===== src/rtl/deserializer.sv =====
// deserializer: rebuilds MSB-first serial packets into MSB-aligned parallel words with a bit count.
// Optional DESER_DROP_CNT_EN adds drop_cnt_o, a saturating count of discarded short packets.
module deserializer #(
    parameter int DATA_BUS_WIDTH = 16,
    parameter int DATA_MOD_WIDTH = $clog2(DATA_BUS_WIDTH),
    parameter int MIN_PKT_LEN    = 3
) (
    input  logic                      clk_i,
    input  logic                      srst_n_i,
    input  logic                      ser_data_i,
    input  logic                      ser_data_val_i,
    output logic [DATA_BUS_WIDTH-1:0] deser_data_o,
    output logic [DATA_MOD_WIDTH-1:0] deser_mod_o,
    output logic                      deser_val_o,
    output logic                      busy_o
`ifdef DESER_DROP_CNT_EN
   ,output logic [15:0]               drop_cnt_o
`endif
);
    localparam int W  = DATA_BUS_WIDTH;
    localparam int CW = $clog2(W + 1);
    localparam logic [0:0]    IDLE_S   = 1'b0;
    localparam logic [0:0]    RECV_S   = 1'b1;
    localparam logic [W-1:0]  MSB      = W'(1) << (W - 1);
    localparam logic [CW-1:0] CNT_FULL = CW'(W);
    localparam logic [CW-1:0] CNT_MIN  = CW'(MIN_PKT_LEN);
    logic [0:0]    state;
    logic [CW-1:0] cnt, cnt_nx;
    logic [W-1:0]  sr, sr_nx;
    logic          full, ends, keep, drop;
    // cnt is always 0 in IDLE_S, so the write position MSB>>cnt serves both states
    always_comb begin
        sr_nx  = ((state == IDLE_S) ? '0 : sr) | (ser_data_i ? (MSB >> cnt) : '0);
        cnt_nx = cnt + 1'b1;
        full   = ser_data_val_i && cnt_nx == CNT_FULL;
        ends   = state == RECV_S && !ser_data_val_i;
        keep   = ends && cnt >= CNT_MIN;
        drop   = ends && cnt < CNT_MIN;
    end
    always_ff @(posedge clk_i) begin
        if (!srst_n_i) begin
            state        <= IDLE_S;
            cnt          <= '0;
            sr           <= '0;
            deser_data_o <= '0;
            deser_mod_o  <= '0;
            deser_val_o  <= 1'b0;
        end else begin
            state       <= (ser_data_val_i && !full) ? RECV_S : IDLE_S;
            cnt         <= (ser_data_val_i && !full) ? cnt_nx : '0;
            deser_val_o <= full || keep;
            if (ser_data_val_i)
                sr <= sr_nx;
            if (full) begin
                deser_data_o <= sr_nx;
                deser_mod_o  <= '0;
            end else if (keep) begin
                deser_data_o <= sr;
                deser_mod_o  <= cnt[DATA_MOD_WIDTH-1:0];
            end
        end
    end
`ifdef DESER_DROP_CNT_EN
    always_ff @(posedge clk_i) begin
        if (!srst_n_i)
            drop_cnt_o <= '0;
        else if (drop && drop_cnt_o != 16'hFFFF)
            drop_cnt_o <= drop_cnt_o + 16'd1;
    end
`else
    logic unused_drop;
    assign unused_drop = drop;
`endif
    assign busy_o = state == RECV_S;
endmodule

===== config.mk =====
export PLATFORM = sky130hd
export DESIGN_NAME = deserializer
export DESIGN_NICKNAME = d
export VERILOG_FILES = /design/src/rtl/deserializer.sv
export SDC_FILE = /design/constraint.sdc
export NUM_CORES = 1
export LEC_CHECK = 0
export CAP_MARGIN = 20
export CORE_MARGIN = 8
export CORE_UTILIZATION = 40
export DETAILED_ROUTE_END_ITERATION = 12
export DONT_BUFFER_PORTS = 1
export PLACE_DENSITY = 0.57
export SYNTH_ARGS = -nofsm -noshare
export SYNTH_HDL_FRONTEND = slang
export SYNTH_SLANG_ARGS = --single-unit

===== constraint.sdc =====
create_clock -name clk_i -period 2 [get_ports clk_i]
set_input_delay 0.6 -clock clk_i [delete_from_list [all_inputs] [get_ports clk_i]]
set_output_delay 0.6 -clock clk_i [all_outputs]
set_load 0.1 [all_outputs]

==> run summary <==
Status -> complete, no violations
Sequential share of power -> 59.6%
Total number of H-tree levels -> 2
Final ANT Viol Nets -> 0
Worst Setup Path Type -> flop to flop
Clock network power share -> 35.6%
Longest Clk Path Bufs -> 2
Hold WS -> 439 ps
Skew final -> 3.96 ps
Top cells by area, synth -> dfxtp_1, a32oi_1, a22o_1
Warnings, synthesis -> 0
Register area share after synthesis -> 41.0%
Post-CTS Setup Inserts -> 0
Mapped Cells -> 217
Gpl congestion -> 0.789
Final TNS setup -> 0 ps
Switching power -> 0.324 mW
Netlist cell types -> 38
# rows -> 26
Mapped Nets -> 226
Period Utilization, post-route -> 90.8%
Hold Crit Depth -> 2
Crit path DAT -> 2040 ps
Initial antenna violation count -> 0
GR Util All Layers -> 13.3%
Largest net degree at the start of global routing -> 36
Comb power frac -> 4.8%
Post-synth top area cell -> dfxtp_1
Vias in the first global route -> 1,584
Count leader, synth -> dfxtp_1
Max Clock Freq -> 551 MHz
Average wire per standard cell -> 16.3 µm
Min-Delay Path Class -> primary input to flop
CTS Buf Count -> 5
Flop2flop setup slack -> 180 ps
Synth cell count leaders -> dfxtp_1, a32oi_1, nor2b_1, a22o_1, clkbuf_1
CP Capture Type -> flop
Count of final hold-check violations -> 0
DRC Markers -> 0
Mapped cell area -> 2100 µm²
IO Port Bufs -> 0
Worst Hold Path EP -> deser_data_o[13]
Final WL -> 4.87 mm
Global-route wire length before repair -> 8.25 mm
Max VDD drop -> 0.000215 V
Min cycle time layout -> 1820 ps
Core area -> 5070 µm²
Critical path required time -> 2230 ps
CTS tree -> done
Worst-margin pin slew -> 780 ps
Worst reg2reg endpoint -> deser_mod_o[0]
Final setup fails -> 0
Switch share -> 22.2%
Via density -> 5.74
Clk slew on worst S/H paths -> 80 ps
Die height -> 88.4 µm
Post-synth ARST share -> 0%
Pwr dens -> 618 nW/µm²
Initial drt markers -> 73
R2R depth -> 5
EDFF count, synth -> 0
Min-Delay Startpoint -> srst_n_i
Vias -> 1,716
Chip Width -> 88.4 µm
Dpl hpwl -> 3.52 mm
Worst setup SP type -> flop
Leakage -> 0.823 nW
Most common flop cell mapped by yosys -> dfxtp_1
FF+latch count, synth -> 43
CTS Sinks -> 43
Critical Path Fanout Max -> 17
Area Growth Syn to Fin -> 12.5%
Synth Area per Inst -> 9.67 µm²
Nets -> 237
Initial Util -> 41.3%
Antenna Cells -> 0
Worst-Skew Late Latency -> 290 ps
Unrepaired setup endpoints after global routing -> no
DIE AREA -> 7820 µm²
Yosys top cell area share -> 41.0%
Max Slew Vio Count -> 0
Ratio of cells with drive above 1 in the final layout -> 19.2%
Worst slew margin -> 47.9%
I/O pin total -> 26
P_int -> 1.13 mW
Max Cap Violations -> 0
Launching point of the worst reg2reg path -> cnt[1]
Grt ovf -> 0
First-pass DRT Iterations -> 4
Clock root cell -> clkbuf_8
power by group through the flow:
stage               clock network [mW]  registers [mW]  logic [mW]
finish                           0.519           0.869      0.0704
global route                     0.578           0.870      0.0753
CTS                              0.535           0.869      0.0700
detailed placement                   0           0.889      0.0698
global placement                     0           0.889      0.0687
floorplan                            0           0.894      0.0595
metal layers:
metal,up-vias,global-route usage [%],routed length [µm]
met5,-,0,0
met3,7,3.53,266
met4,0,5.53,78
met2,35,20.4,2160
met1,821,17.2,2370
li1,853,-,-
registers in the layout, indices dropped and copies added, names as in the netlist:
signal and cells:
deser_mod_o 4, sr 16, busy_o 1, deser_data_o 16, cnt 5, deser_val_o 1
how the worst max path moves through the flow:
| stage | start | end | slack, ps | cells past startpoint |
|---|---|---|---|---|
| 6_report | cnt[1] | deser_mod_o[0] | 180 | 5 |
| 5_1_grt | cnt[1] | deser_mod_o[0] | 0.7 | 5 |
| 4_1_cts | cnt[0] | deser_data_o[15] | 110 | 5 |
| 3_5_place_dp | cnt[0] | deser_data_o[7] | 110 | 5 |
| 3_3_place_gp | cnt[0] | deser_data_o[8] | 130 | 5 |
| 2_1_floorplan | cnt[0] | deser_data_o[10] | 60 | 8 |
metrics by stage:
step | area (µm²) | utilization [%] | worst slack (ps) | power [mW] | instances
after floorplan | 2100 | - | 64.3 | 0.953 | 217
after global placement | 2280 | 44.9 | 134 | 0.957 | 291
after detailed placement | 2280 | 44.9 | 105 | 0.959 | 291
after CTS | 2360 | 46.5 | 106 | 1.47 | 299
after global routing | 2360 | 46.5 | 0.741 | 1.52 | 299
final | 2360 | 46.5 | 184 | 1.46 | 299
cells in the final DEF, fill, tap and decap left out, types with 3 or more instances in the layout:
| master | Yosys | routed |
|---|---|---|
| dfxtp_1 | 43 | 42 |
| buf_4 | 2 | 31 |
| a32oi_1 | 30 | 30 |
| nor2b_1 | 17 | 17 |
| a22o_1 | 16 | 16 |
| o211ai_1 | 14 | 14 |
| a21boi_1 | 12 | 12 |
| nand2_1 | 11 | 11 |
| nor2_1 | 6 | 6 |
| ha_1 | 5 | 5 |
| clkbuf_8 | 0 | 5 |
| inv_1 | 3 | 3 |
| a21boi_0 | 3 | 3 |
critical path: stages, from the launching register on:
cell and delay (ps):
dfxtp_1 340, buf_4 150, and2_1 240, o21a_1 550
o21ai_0 310, a21oi_1 160
repair_timing:
| item | CTS | global route |
|---|---|---|
| hold buffers | 0 | 0 |
| setup endpoints to repair | 0 | 2 |
| resized for setup | 0 | 1 |
cell families after synthesis:
group / after synthesis / synth area share (%)
flops: 43 / 41.0
fa+ha+maj: 5 / 2.98
xor+xnor: 3 / 1.25
compound gates: 89 / 34.1
simple gates: 47 / 13.3
buf+inv: 30 / 7.33
final cells by class:
type / instances / area [µm²]
clock inverter: 1 / 5.00
sequential: 43 / 862
inverter: 3 / 11.3
timing repair buffer: 31 / 233
tap: 70 / 87.6
fill: 520 / 2720
multi-input combinational: 144 / 1080
clock buffer: 7 / 76.3
Power figures use the tool's default switching activity.
